==> src/rtl/character_anim_ctrl.sv <==
// Per-character action/animation controller: turns player and collision inputs into an
// action state, a sprite frame index and movement pulses, all paced by the frame strobe.
module character_anim_ctrl #(
  parameter int FRAME_W       = 8,
  parameter int DELAY_W       = 8,
  parameter int STAND_FRAMES  = 8,
  parameter int STAND_DELAY   = 10,
  parameter int MOVE_FRAMES   = 4,
  parameter int MOVE_DELAY    = 10,
  parameter int ATK_FRAMES    = 9,
  parameter int ATK_DELAY     = 3,
  parameter int ATK_HIT_FRAME = 5,
  parameter int HURT_FRAMES   = 4,
  parameter int HURT_DELAY    = 10,
  parameter int DEF_FRAMES    = 1,
  parameter int DEF_DELAY     = 3,
  parameter int COMBO_WIN     = 3,
  parameter int MAX_COMBO     = 3,
  parameter int INVULN_TICKS  = 30
) (
  input  logic               Clk,
  input  logic               Reset_n,
  input  logic               frame_clk,
  input  logic               attack,
  input  logic               defend,
  input  logic               move_r,
  input  logic               move_l,
  input  logic               hurt,
  output logic [2:0]         state_out,
  output logic [FRAME_W-1:0] frame_num,
  output logic [1:0]         combo_idx,
  output logic               move_r_o,
  output logic               move_l_o,
  output logic               facing_l,
  output logic               invuln,
  output logic               hit_active,
  output logic               blocked
);

  localparam int INV_W = (INVULN_TICKS > 0) ? $clog2(INVULN_TICKS + 1) : 1;

  localparam logic [FRAME_W-1:0] STAND_LAST = FRAME_W'(STAND_FRAMES - 1);
  localparam logic [FRAME_W-1:0] MOVE_LAST  = FRAME_W'(MOVE_FRAMES - 1);
  localparam logic [FRAME_W-1:0] ATK_LAST   = FRAME_W'(ATK_FRAMES - 1);
  localparam logic [FRAME_W-1:0] HURT_LAST  = FRAME_W'(HURT_FRAMES - 1);
  localparam logic [FRAME_W-1:0] DEF_LAST   = FRAME_W'(DEF_FRAMES - 1);
  localparam logic [FRAME_W-1:0] HIT_FRAME  = FRAME_W'(ATK_HIT_FRAME);
  localparam logic [FRAME_W:0]   COMBO_OPEN = (FRAME_W+1)'(ATK_FRAMES - COMBO_WIN);
  localparam logic [1:0]         COMBO_LAST = 2'(MAX_COMBO - 1);
  localparam logic [INV_W-1:0]   INV_LOAD   = INV_W'(INVULN_TICKS);

  if (STAND_FRAMES > (64'd1 << FRAME_W) || MOVE_FRAMES > (64'd1 << FRAME_W) ||
      ATK_FRAMES > (64'd1 << FRAME_W) || HURT_FRAMES > (64'd1 << FRAME_W) ||
      DEF_FRAMES > (64'd1 << FRAME_W)) begin : g_bad_frames
    $error("character_anim_ctrl: a *_FRAMES value does not fit FRAME_W");
  end
  if (STAND_DELAY > (64'd1 << DELAY_W) - 1 || MOVE_DELAY > (64'd1 << DELAY_W) - 1 ||
      ATK_DELAY > (64'd1 << DELAY_W) - 1 || HURT_DELAY > (64'd1 << DELAY_W) - 1 ||
      DEF_DELAY > (64'd1 << DELAY_W) - 1) begin : g_bad_delay
    $error("character_anim_ctrl: a *_DELAY value does not fit DELAY_W");
  end
  if (COMBO_WIN > ATK_FRAMES || MAX_COMBO > 4 || MAX_COMBO < 1) begin : g_bad_combo
    $error("character_anim_ctrl: illegal COMBO_WIN / MAX_COMBO");
  end

  typedef enum logic [2:0] {
    ST_STAND  = 3'd0,
    ST_MOVE_R = 3'd1,
    ST_MOVE_L = 3'd2,
    ST_ATTACK = 3'd3,
    ST_HURT   = 3'd4,
    ST_DEFEND = 3'd5
  } state_t;

  state_t             state, state_n;
  logic [FRAME_W-1:0] frame_n;
  logic [DELAY_W-1:0] delay, delay_n;
  logic [1:0]         combo_n;
  logic               combo_req, req_n;
  logic [INV_W-1:0]   inv_cnt, inv_n;
  logic               face_n, mr_n, ml_n, blk_n, restart;
  logic               frame_clk_d, tick;
  logic [FRAME_W-1:0] cur_last;
  logic [DELAY_W-1:0] cur_delay;
  logic               frame_end, hurt_ok, req_r, req_l;

  always_comb begin
    cur_last  = STAND_LAST;
    cur_delay = DELAY_W'(STAND_DELAY);
    case (state)
      ST_MOVE_R, ST_MOVE_L: begin cur_last = MOVE_LAST; cur_delay = DELAY_W'(MOVE_DELAY); end
      ST_ATTACK:            begin cur_last = ATK_LAST;  cur_delay = DELAY_W'(ATK_DELAY);  end
      ST_HURT:              begin cur_last = HURT_LAST; cur_delay = DELAY_W'(HURT_DELAY); end
      ST_DEFEND:            begin cur_last = DEF_LAST;  cur_delay = DELAY_W'(DEF_DELAY);  end
      default: ;
    endcase
  end

  assign frame_end = (delay == cur_delay) && (frame_num == cur_last);
  assign invuln    = (inv_cnt != '0);
  assign hurt_ok   = hurt & ~invuln;
  // Opposing directions cancel out into no move request.
  assign req_r     = move_r & ~move_l;
  assign req_l     = move_l & ~move_r;

  always_comb begin
    state_n = state;
    frame_n = frame_num;
    delay_n = delay;
    combo_n = combo_idx;
    req_n   = combo_req;
    face_n  = facing_l;
    inv_n   = inv_cnt;
    mr_n    = 1'b0;
    ml_n    = 1'b0;
    blk_n   = 1'b0;
    restart = 1'b0;
    if (tick) begin
      if (invuln) inv_n = inv_cnt - 1'b1;
      if (delay == cur_delay) begin
        delay_n = '0;
        frame_n = (frame_num == cur_last) ? '0 : frame_num + 1'b1;
      end else begin
        delay_n = delay + 1'b1;
      end
      case (state)
        ST_STAND: begin
          if (hurt_ok)     begin state_n = ST_HURT;   restart = 1'b1; end
          else if (attack) begin state_n = ST_ATTACK; restart = 1'b1; end
          else if (defend) begin state_n = ST_DEFEND; restart = 1'b1; end
          else if (req_r)  begin state_n = ST_MOVE_R; face_n = 1'b0; restart = 1'b1; end
          else if (req_l)  begin state_n = ST_MOVE_L; face_n = 1'b1; restart = 1'b1; end
        end
        ST_MOVE_R: begin
          if (hurt_ok)     begin state_n = ST_HURT;   restart = 1'b1; end
          else if (req_r)  mr_n = 1'b1;
          else if (attack) begin state_n = ST_ATTACK; restart = 1'b1; end
          else if (req_l)  begin state_n = ST_MOVE_L; face_n = 1'b1; restart = 1'b1; end
          else             begin state_n = ST_STAND;  restart = 1'b1; end
        end
        ST_MOVE_L: begin
          if (hurt_ok)     begin state_n = ST_HURT;   restart = 1'b1; end
          else if (req_l)  ml_n = 1'b1;
          else if (attack) begin state_n = ST_ATTACK; restart = 1'b1; end
          else if (req_r)  begin state_n = ST_MOVE_R; face_n = 1'b0; restart = 1'b1; end
          else             begin state_n = ST_STAND;  restart = 1'b1; end
        end
        ST_ATTACK: begin
          if (hurt_ok) begin
            state_n = ST_HURT;
            combo_n = '0;
            req_n   = 1'b0;
            restart = 1'b1;
          end else begin
            // A press landing on the very last tick still chains.
            if (attack && ({1'b0, frame_num} >= COMBO_OPEN)) req_n = 1'b1;
            if (frame_end) begin
              if (req_n && combo_idx < COMBO_LAST) combo_n = combo_idx + 1'b1;
              else begin state_n = ST_STAND; combo_n = '0; end
              req_n   = 1'b0;
              restart = 1'b1;
            end
          end
        end
        ST_HURT: begin
          if (frame_end) begin
            state_n = ST_STAND;
            inv_n   = INV_LOAD;
            restart = 1'b1;
          end
        end
        ST_DEFEND: begin
          blk_n = hurt;
          if (frame_end && !defend) begin state_n = ST_STAND; restart = 1'b1; end
        end
        default: begin state_n = ST_STAND; restart = 1'b1; end
      endcase
      if (restart) begin
        frame_n = '0;
        delay_n = '0;
      end
    end
  end

  always_ff @(posedge Clk) begin
    if (!Reset_n) begin
      // frame_clk_d starts high so a strobe held through reset is not seen as an edge.
      frame_clk_d <= 1'b1;
      tick        <= 1'b0;
      state       <= ST_STAND;
      frame_num   <= '0;
      delay       <= '0;
      combo_idx   <= '0;
      combo_req   <= 1'b0;
      inv_cnt     <= '0;
      facing_l    <= 1'b0;
      move_r_o    <= 1'b0;
      move_l_o    <= 1'b0;
      blocked     <= 1'b0;
    end else begin
      frame_clk_d <= frame_clk;
      tick        <= frame_clk & ~frame_clk_d;
      state       <= state_n;
      frame_num   <= frame_n;
      delay       <= delay_n;
      combo_idx   <= combo_n;
      combo_req   <= req_n;
      inv_cnt     <= inv_n;
      facing_l    <= face_n;
      move_r_o    <= mr_n;
      move_l_o    <= ml_n;
      blocked     <= blk_n;
    end
  end

  assign state_out  = state;
  assign hit_active = (state == ST_ATTACK) && (frame_num == HIT_FRAME);

endmodule

==> config.mk <==
export PLATFORM = sky130hd
export DESIGN_NAME = character_anim_ctrl
export DESIGN_NICKNAME = d
export VERILOG_FILES = /design/src/rtl/character_anim_ctrl.sv
export SDC_FILE = /design/constraint.sdc
export NUM_CORES = 1
export LEC_CHECK = 0
export BUFFER_PORTS_ARGS = -buffer_cell sky130_fd_sc_hd__buf_2
export CELL_PAD_IN_SITES_DETAIL_PLACEMENT = 0
export CELL_PAD_IN_SITES_GLOBAL_PLACEMENT = 1
export CORE_MARGIN = 2
export CORE_UTILIZATION = 42
export CTS_CLUSTER_DIAMETER = 40
export DETAILED_ROUTE_END_ITERATION = 8
export GPL_TIMING_DRIVEN = 0
export PLACE_DENSITY = 0.86
export SETUP_SLACK_MARGIN = 0.2
export SYNTH_ARGS = -nofsm -noshare
export SYNTH_HDL_FRONTEND = slang
export SYNTH_SLANG_ARGS = --single-unit
==> constraint.sdc <==
create_clock -name Clk -period 2.67 [get_ports Clk]
set_input_delay 0.4005 -clock Clk [delete_from_list [all_inputs] [get_ports Clk]]
set_output_delay 0.4005 -clock Clk [all_outputs]
set_load 0.1 [all_outputs]
# After elaboration in Yosys (flattened, before gate mapping)
# Index checks and enable logic that the tools add are counted.
# totals
ff_bits,33
input_bits,8
out_inout_bits,19
word_cells,142
# op_classes
n_addsub,4
n_lt_le_gt_ge,2
eq_ne,25
muxes,66
bitwise_logic,12
reduce_logical,21
# ops
op,count
$mux 3,14
$mux 8,5
$mux 1,33
$ne 2x2->1 const B,12
$pmux 3 s6,1
$add 8x1->8 const B,2
$eq 8x8->1,2
$mux 5,3
$mux 2,6
$ne 3x3->1 const B,4
$pmux 4 s3,1
$reduce_and 12->1,1
$eq 8x3->1 const B,1
$ge 8x3->1 const B,1
$not 1->1,8
$reduce_and 8->1,1
$reduce_or 4->1,2
$eq 3x2->1 const B,2
$eq 3x3->1 const B,2
$ne 6x6->1 const B,1
$pmux 1 s6,1
$reduce_and 3->1,2
$logic_and 1x1->1,5
$reduce_bool 5->1,1
other kinds (14),19

# Logic depth before layout (Yosys ltp)
# Gate-level depths: netlist of run 1.
# depth
ltp_word,11
depth_mapped,10
ltp_nobuf,9

# Least setup slack after synthesis of run 1
# No wires, ideal clock.
# synth_path
path_kind,register -> output
from,"reg state[1], in the netlist state_out[1]"
to,out hit_active
t_arrival_ns,3.524
required_time_ns,2.270
slack_ns,-1.255
stages_incl_launch_ff,5
path_buffers,1
cell_sequence,dfxtp_1 > buf_6 > and3b_2 > nand3_1 > nor3_1
# synth_between
elab_chain_len,2
# synth_lines
item,line,rtl
from (decl),75,"state_t state, state_n;"
from (signal assigned),203,state <= state_n;
$eq 3x2->1,217,assign hit_active = (state == ST_ATTACK) && (frame_num == HIT_FRAME);
$logic_and 1x1->1,217,
to (decl),36,"output logic hit_active,"
# Every way passes these cells.

# Worst setup path after layout of run 1
# layout_path
from,reg inv_cnt[0]
to,out invuln
# layout_between
elab_chain_len,1
# layout_lines
item,line,rtl
from (decl),80,"logic [INV_W-1:0] inv_cnt, inv_n;"
from (signal assigned),208,inv_cnt <= inv_n;
$reduce_bool 5->1,100,assign invuln = (inv_cnt != '0);
to (decl),35,"output logic invuln,"
# Every way passes these cells.

==> impl_results.md, run 1 <==
* Crit path launch: inv_cnt[0]
* Die Ht at 73.36 µm
* Status: finished, final reports clean
* Rel. slew slack at 0.6576
* Simple-Gate Fraction of Synth Area at 0.2861
* Post-Syn Area at 0.002021 mm²
* Worst-Skew Late Latency at 0.29 ns
* Via Count at 1871
* Pwr per Cell Area at 454.6 mW/mm²
* Data required time of the worst path at 2.27 ns
* Clock transition at path regs at 0.07 ns
* Initial antenna violation count at 0
* Detail Route Antenna Nets at 0
* Buffer depth of the longest clock path at 2
* Unrepaired setup endpoints after global routing: true
* CTS root buf: clkbuf_8
* Critical path's top delay family: simple AND/OR/NAND/NOR gates
* CTS Buf Count at 5
* Buffers plus inverters on the worst setup path at 3
* DR WL/cell at 14.15 µm
* CP Class: reg -> out
* Cell taking the most area after synthesis: dfxtp_1
* Period Utilization, post-route at 0.8977
* WP data arrival at 2.00 ns
* Clock Sinks at 33
* Max capacitance violation total at 0
* Synth Register Bits at 33
* Worst setup EP type: output pin
* H-Tree Depth at 2
* Starting Density at 0.4307
* Combinational family with the most area after synthesis: simple AND/OR/NAND/NOR gates
* Final HPWL DP at 3.360 mm
* Slowest stage cell, crit path: or3b_4
* Area Growth Syn to Fin at 21.55%
* All-Layer GR Usage at 0.1912
* 1st-iter DRT viols at 78
* GRT Residual Overflow at 0
* Largest net degree at the start of global routing at 11
* GPL Wtd Cong at 0.8196
* Area after DPL at 0.002237 mm²
* Synth area leaders: dfxtp_1 (33%), nor2_1 (5.2%), nand2_1 (4.5%)
* Mean Syn Cell Area at 8.148 µm²
* Syn Nets at 263
* Routed WL at 4.797 mm
* VDD IR-drop max at 0.0002234 V
* Number of synthesized flops with an enable pin at 0
* Hold Crit Class: in -> reg
* CP Max Fanout at 5
* Share of cells above drive strength 1 at 0.2947
* First-pass DRT Iterations at 4
* Sequential element share of the synthesized area at 0.3269
* Top-count cell post-synth: dfxtp_1
* Xor/xnor share of the synthesized area at 0.04706
* Top_reg_cell synth: dfxtp_1
* Port Buffers at 24
* Syn. warnings at 0
* Slew Limit Fails at 0
* Crit-path cells: inv_1 -> ha_2 -> or3b_4 -> or2_2 -> clkbuf_2 -> clkbuf_4
* Die ar. at 0.005382 mm²
* F_max at 417.2 MHz
* Reg-to-Reg Start: frame_num[6]
* Synth Area in Adders at 0.04334
* Post-route cell area at 0.002456 mm²
* First-pass GRT wire length at 8.017 mm
* Vias per inst at 5.519
* Final hold vios at 0
* Netlist cell types at 60
* Asr flop ratio synth at 0
* Post-synth top area share at 0.3269
* Gate Count Post-Synth at 248
* Via count of the first global-routing pass at 1671
* Static Leakage at 0.9965 nW
* # DRC at 0
* Io pins at 27
* Mux share of post-synthesis cell area at 0.009907
* Hold_sp: frame_clk
* Die W at 73.36 µm
* Core area at 0.004692 mm²
* Core Rows at 25
* Least-Margin Pin Slew at 0.5113 ns
* Post-CTS Hold Buffers at 0
* CTS tree: built
* Final setup viols at 0
* Synth Area in Compound Gates at 0.2149
* Crit path time final at 2.397 ns
* Startpoint Class: flip-flop
* Setup TNS at 0 ns
* Clock skew at 0.01023 ns
* Slowest Stage Delay on Critical Path at 0.40 ns
* Diodes inserted at 0
* Nets at 299
* Commonest cells post-synth: dfxtp_1 (33), nor2_1 (28), nand2_1 (24)
==> stage by stage <==
step                      instances    util  power (mW)  hold slack, ns  setup WS (ns)
after floorplan                 248       -      0.6249          0.3665         0.2091
after global placement          326  0.4768      0.6558          0.3701       -0.03197
after detailed placement        326  0.4768      0.6561          0.3772       -0.02573
after CTS                       336  0.5104       1.122          0.3073         0.2071
after global routing            339  0.5235       1.162          0.3146         0.1640
final                           339  0.5235       1.117          0.3144         0.2731
==> cell usage in the layout, fill, tap and decap left out, drive strengths merged, types with 2 or more instances in the layout <==
master	instances
a211oi	3
inv	12
or4b	2
nor2	28
nand2	24
a21oi	16
o211ai	3
nand3	10
nor3	8
and3	4
nor2b	3
nand4	3
xor2	8
dfxtp	33
ha	7
o41ai	2
nor3b	3
and2	2
nand3b	2
nand2b	6
xnor2	2
clkbuf	21
mux2i	2
a31oi	3
nor4	2
o22ai	4
o21ai	17
nor4b	2
o31ai	3
o21a	4
buf	29
==> final timing paths <==
| kind | to | slack, ns | cells past startpoint |
|---|---|---|---|
| max | invuln | 0.27 | 6 |
| min | frame_clk_d | 0.31 | 2 |
| max reg2reg | state_out[0] | 0.30 | 7 |
| min reg2reg | tick | 0.38 | 1 |
==> flip-flops by register name, indices dropped and copies added (netlist names), 2 cells and up <==
register   cells
frame_num      8
delay          8
state_out      3
inv_cnt        5
combo_idx      2
==> layer usage <==
layer  vias to the layer above  GRT usage  wire length, µm
met5                         -          0                0
met4                         0    0.07273               78
met3                         7    0.04801              168
met2                        37     0.2903             2162
met1                       878     0.2609             2387
li1                        949          -                -
==> worst register-to-register path, stage by stage (launching register included) <==
cell      delay [ns]
dfxtp_2         0.32
or4_4           0.58
a211oi_2        0.24
a31oi_2         0.09
nor3_4          0.28
a21oi_2         0.09
or4b_1          0.53
o211a_1         0.14
==> cells by family after synthesis <==
family / after synthesis
adder cells (fa/ha/maj): 7
AO/OA/AOI/OAI: 64
multiplexers: 2
AND/OR/NAND/NOR: 106
flip-flops: 33
XOR/XNOR: 10
buffers and inverters: 26
==> layout make-up <==
| cell class | count | area (µm²) |
|---|---|---|
| flip-flops and latches | 33 | 679.4 |
| clock buffers | 8 | 111.4 |
| repair buffers | 29 | 163.9 |
| inverters | 13 | 48.80 |
| multi-input cells | 189 | 1284 |
| well taps | 54 | 67.56 |
| fillers | 466 | 2236 |
| plain buffers | 13 | 101.3 |
==> where the power goes <==
group	internal (mW)	leakage [nW]	switching [mW]	total, mW
sequential	0.496	0.273	0.00714	0.503
combinational	0.0553	0.667	0.0994	0.155
clock	0.267	0.0566	0.192	0.458
==> what timing repair did <==
item	CTS	global route
setup endpoints to repair	17	17
pin swaps	2	9
buffers inserted	2	3
resized for setup	7	10
No activity file was read; power rests on OpenSTA's default activity.
==> run 2, diff against run 1 <==
==> constraint.sdc (replaced) <==
create_clock -name Clk -period 2.67 [get_ports Clk]
set_input_delay 0.4005 -clock Clk [delete_from_list [all_inputs] [get_ports Clk]]
set_output_delay 0.4005 -clock Clk [all_outputs]
set_load 0.02 [all_outputs]
==> impl_results.md, run 2 (same netlist as run 1, synthesis figures left out) <==
* Post-Route Hold Slack at 0.3107 ns
* Crit-path cells: or4b_1 -> nor3_1 -> o21ai_2 -> nor3_4 -> a21oi_1 -> or4b_1 -> o211a_1
* # DRC at 0
* Slowest Stage Delay on Critical Path at 0.52 ns
* DR WL/cell at 13.59 µm
* Detail Route Antenna Nets at 0
* Die W at 73.36 µm
* GRT Residual Overflow at 0
* Starting Density at 0.4307
* Area Growth Syn to Fin at 18.08%
* Core Rows at 25
* Slowest stage cell, crit path: or4b_1
* Data required time of the worst path at 2.85 ns
* Routed WL at 4.595 mm
* Die Ht at 73.36 µm
* Hold Crit Class: in -> reg
* CP Class: reg -> reg
* Via count of the first global-routing pass at 1730
* First-pass DRT Iterations at 4
* VDD IR-drop max at 0.0002441 V
* All-Layer GR Usage at 0.1886
* H-Tree Depth at 2
* CP Max Fanout at 4
* Fill cell count at 469
* Vias per inst at 5.497
* Startpoint Class: flip-flop
* Port Buffers at 24
* Design Power at 1.012 mW
* GPL Wtd Cong at 0.8451
* Largest net degree at the start of global routing at 12
* Status: finished, final reports clean
* WP data arrival at 2.54 ns
* Diodes inserted at 0
* Worst-Skew Late Latency at 0.29 ns
* First-pass GRT wire length at 8.086 mm
* CTS Buf Count at 5
* Initial antenna violation count at 0
* Via Count at 1858
* Period Utilization, post-route at 0.8820
* Die ar. at 0.005382 mm²
* Biggest regs: delay x8, frame_num x8, inv_cnt x5
* CTS root buf: clkbuf_8
* Setup ws final at 0.3151 ns
* Clock skew at 0.004504 ns
* Rel. slew slack at 0.6621
* Static Leakage at 0.9648 nW
* Share of cells above drive strength 1 at 0.2500
* F_max at 424.6 MHz
* Final HPWL DP at 3.275 mm
* Commonest non-fill, non-tap cell in the layout: dfxtp_1
* Slew Limit Fails at 0
* Max capacitance violation total at 0
* Unrepaired setup endpoints after global routing: false
* Clock transition at path regs at 0.07 ns
* Least-Margin Pin Slew at 0.5047 ns
* Final hold vios at 0
* 1st-iter DRT viols at 125
* CTS tree: built
* Crit path time final at 2.355 ns
* Clock Sinks at 33
* Io pins at 27
* Final setup viols at 0
* Pwr per Cell Area at 424.0 mW/mm²
* Most frequent CP cell: or4b_1
* Buffer depth of the longest clock path at 2
* Worst setup EP type: flip-flop
* Core area at 0.004692 mm²
* Placement Setup Slack at 0.03571 ns
* Nets at 298
* Most frequent cells in the layout: dfxtp_1 (30), nor2_1 (28), nand2_1 (24), buf_2 (24), a21oi_1 (16)
-- run 2: cell count changes in the layout (fill, tap and decap cells not counted), moves of 2 or more --
cell      before  now
clkinv_2       0    2
dfxtp_1       20   30
dfxtp_2       12    3
inv_1         12   10
inv_2          0    2
nor3_1         4    6
nor3_4         3    1
-- run 2: area by class of cell --
| cell class | count | area (µm²) | area share |
|---|---|---|---|
| clock inverter | 3 | 17.52 | 0.007341 |
| sequential | 33 | 664.4 | 0.2784 |
| buffer | 13 | 100.1 | 0.04195 |
| tap | 54 | 67.56 | 0.02832 |
| timing repair buffer | 28 | 153.9 | 0.06450 |
| multi-input combinational | 189 | 1265 | 0.5302 |
| clock buffer | 5 | 68.82 | 0.02884 |
| inverter | 13 | 48.80 | 0.02045 |
-- run 2: per-layer routing --
layer  GRT usage  up-vias  wire [µm]
met1      0.2643      866       2258
li1            -      943          -
met2      0.2953       43       2087
met4     0.05253        0         49
met3     0.03704        6        200
met5           0        -          0
-- run 2: worst paths after layout --
kind | slack (ns) | startpoint | depth (start not counted) | endpoint
setup / recovery | 0.32 | delay[6] | 7 | state_out[0]
hold reg to reg | 0.39 | frame_clk_d | 1 | tick
setup reg to reg | 0.32 | delay[6] | 7 | state_out[0]
hold / removal | 0.31 | frame_clk | 2 | frame_clk_d
-- run 2: worst max-delay path: cells and delay by family, from the launching register on --
family / cells / cell delay (ns)
DFF: 1 / 0.33
AOI/OAI and AO/OA: 3 / 0.37
and+or+nand+nor: 4 / 1.55
-- run 2: report_power, final --
part / internal [mW] / leakage [nW] / switching (mW) / total, mW
sequential: 0.497 / 0.268 / 0.00706 / 0.504
combinational: 0.0546 / 0.653 / 0.0802 / 0.135
clock: 0.180 / 0.0439 / 0.194 / 0.373
-- run 2: what timing repair did --
action / in CTS / in global routing
hold endpoints to repair: 0 / 0
setup buffers: 2 / 2
pin swaps: 1 / 5
resized for setup: 5 / 12
setup endpoints to repair: 15 / 16
hold buffers: 0 / 0
-- run 2: through the flow --
stage / std cells / cell area [µm²] / util / setup TNS, ns
6_report: 338 / 2386 / 0.5085 / 0
5_1_grt: 338 / 2386 / 0.5085 / 0
4_1_cts: 336 / 2335 / 0.4976 / 0
3_5_place_dp: 326 / 2208 / 0.4707 / 0
3_3_place_gp: 326 / 2208 / 0.4707 / -0.03287
2_1_floorplan: 248 / 2021 / - / 0
==> run 3, diff against run 2 <==
--- a/config.mk
+++ b/config.mk
@@ -9,11 +9,11 @@
 export CELL_PAD_IN_SITES_DETAIL_PLACEMENT = 0
 export CELL_PAD_IN_SITES_GLOBAL_PLACEMENT = 1
 export CORE_MARGIN = 2
-export CORE_UTILIZATION = 42
+export CORE_UTILIZATION = 46
 export CTS_CLUSTER_DIAMETER = 40
 export DETAILED_ROUTE_END_ITERATION = 8
 export GPL_TIMING_DRIVEN = 0
-export PLACE_DENSITY = 0.86
+export PLACE_DENSITY = 0.93
 export SETUP_SLACK_MARGIN = 0.2
 export SYNTH_ARGS = -nofsm -noshare
 export SYNTH_HDL_FRONTEND = slang
==> constraint.sdc (replaced) <==
create_clock -name Clk -period 2.9 [get_ports Clk]
set_input_delay 0.435 -clock Clk [delete_from_list [all_inputs] [get_ports Clk]]
set_output_delay 0.435 -clock Clk [all_outputs]
set_load 0.02 [all_outputs]
==> impl_results.md, run 3 (same netlist as run 1, synthesis figures left out) <==
* Status: finished, final reports clean
* Met1 WL at 2.182 mm
* Unrepaired setup endpoints after global routing: true
* Biggest regs: delay x8, frame_num x8, inv_cnt x5
* Setup TNS at 0 ns
* Area Growth Syn to Fin at 15.85%
* Hold depth at 2
* Static Leakage at 0.9490 nW
* F_max at 384.3 MHz
* Final setup viols at 0
* R2r setup slk at 0.30 ns
* Reg-to-reg endpoint: state_out[0]
* Data required time of the worst path at 3.09 ns
* Worst Reg-to-Reg Cells at 9
* Hold_sp: frame_clk
* Rel. slew slack at 0.6812
* Clock transition at path regs at 0.07 ns
* Startpoint Class: flip-flop
* Worst-Skew Late Latency at 0.29 ns
* Top Layer Used: met4
* Commonest non-fill, non-tap cell in the layout: dfxtp_1
* Via count of the first global-routing pass at 1675
* WL met2 at 2.015 mm
* GPL Wtd Cong at 0.8308
* VDD IR-drop max at 0.0002751 V
* Io pins at 27
* First-pass DRT Iterations at 4
* Nets at 295
* Setup ws final at 0.2977 ns
* Final HPWL DP at 3.213 mm
* Vias per inst at 5.571
* GRT Residual Overflow at 0
* Largest net degree at the start of global routing at 11
* Slew Limit Fails at 0
* Share of cells above drive strength 1 at 0.2028
* Wire length on met3 at 165 µm
* Most frequent cells in the layout: dfxtp_1 (33), nor2_1 (28), nand2_1 (24), buf_2 (24), a21oi_1 (16)
* # DRC at 0
* Routed WL at 4.445 mm
* Crit path time final at 2.602 ns
* Buffer depth of the longest clock path at 2
* WP data arrival at 2.79 ns
* Clock Sinks at 33
* Core Rows at 24
* Via Count at 1855
* First-pass GRT wire length at 7.686 mm
* Worst setup EP type: flip-flop
* CTS root buf: clkbuf_8
* Hold Crit Class: in -> reg
* Port Buffers at 24
* Period Utilization, post-route at 0.8973
* Starting Density at 0.4706
* CTS Buf Count at 5
* DR WL/cell at 13.35 µm
* Core area at 0.004294 mm²
* All-Layer GR Usage at 0.1931
* Pwr per Cell Area at 444.4 mW/mm²
* H-Tree Depth at 2
* Die W at 70.28 µm
* CTS tree: built
* Die ar. at 0.004939 mm²
* CP Max Fanout at 9
* Detail Route Antenna Nets at 0
* Placement Setup Slack at 0.1724 ns
* Diodes inserted at 0
* Final hold vios at 0
* Initial antenna violation count at 0
* Die Ht at 70.28 µm
* Worst Hold Path EP: frame_clk_d
* Clock skew at 0.007437 ns
* Reg-to-Reg Start: inv_cnt[0]
* Least-Margin Pin Slew at 0.4782 ns
* 1st-iter DRT viols at 74
* Max capacitance violation total at 0
* CP Class: reg -> reg
[run 3: cell types whose count changed in the layout (fill, tap and decap cells not counted), moves of 2 or more]
cell	before	now
dfxtp_1	30	33
clkinv_2	2	0
clkbuf_1	7	9
inv_1	10	12
dfxtp_2	3	0
inv_2	2	0
buf_4	3	1
[run 3: layout make-up]
cell class | instances | area (µm²)
buffer | 13 | 96.34
clock buffer | 7 | 86.33
clock inverter | 1 | 30.03
fill | 423 | 1953
inverter | 13 | 48.80
multi-input combinational | 189 | 1226
sequential | 33 | 660.6
tap | 52 | 65.06
timing repair buffer | 25 | 127.6
[run 3: worst max path at each step]
stage | endpoint | cells past startpoint | slack [ns] | from
2_1_floorplan | state_out[0] | 9 | 0.58 | inv_cnt[0]
3_3_place_gp | frame_num[3] | 10 | 0.17 | move_r
3_5_place_dp | frame_num[5] | 11 | 0.17 | move_r
4_1_cts | frame_num[3] | 9 | 0.21 | inv_cnt[0]
5_1_grt | state_out[0] | 9 | 0.15 | inv_cnt[0]
6_report | state_out[0] | 9 | 0.30 | inv_cnt[0]
[run 3: where the power goes]
group / total [mW] / leakage, nW / switching [mW] / internal [mW]
Combinational: 0.119 / 0.624 / 0.0719 / 0.0471
Clock: 0.458 / 0.0585 / 0.177 / 0.280
Sequential: 0.464 / 0.266 / 0.00643 / 0.457
Total: 1.04 / 0.949 / 0.256 / 0.785
[run 3: critical path, stage by stage, from the launching register on]
cell	delay, ns
dfxtp_1	0.35
inv_1	0.08
ha_1	0.18
or3b_1	0.43
nor3b_4	0.42
nor2_1	0.14
o211ai_1	0.12
nand2_1	0.11
or4b_1	0.53
o211a_1	0.14
[run 3: metrics by stage]
step | cells | total power [mW] | instance area (µm²) | hold WS [ns] | utilization
finish | 333 | 1.040 | 2341 | 0.3473 | 0.5452
global route | 333 | 1.082 | 2341 | 0.3458 | 0.5452
CTS | 332 | 1.046 | 2322 | 0.3366 | 0.5408
detailed placement | 324 | 0.5881 | 2206 | 0.3852 | 0.5137
global placement | 324 | 0.5871 | 2206 | 0.3705 | 0.5137
floorplan | 248 | 0.5597 | 2021 | 0.3665 | -
[run 3: metal layers]
layer,up-vias,GRT usage
li1,944,-
met1,874,0.2609
met2,29,0.2935
met3,8,0.04762
met4,0,0.07906
met5,-,0
[run 3: timing repair]
item / CTS / global route
gates resized for setup: 0 / 2
setup endpoints to repair: 0 / 16
setup buffers: 0 / 1
hold buffers: 0 / 0
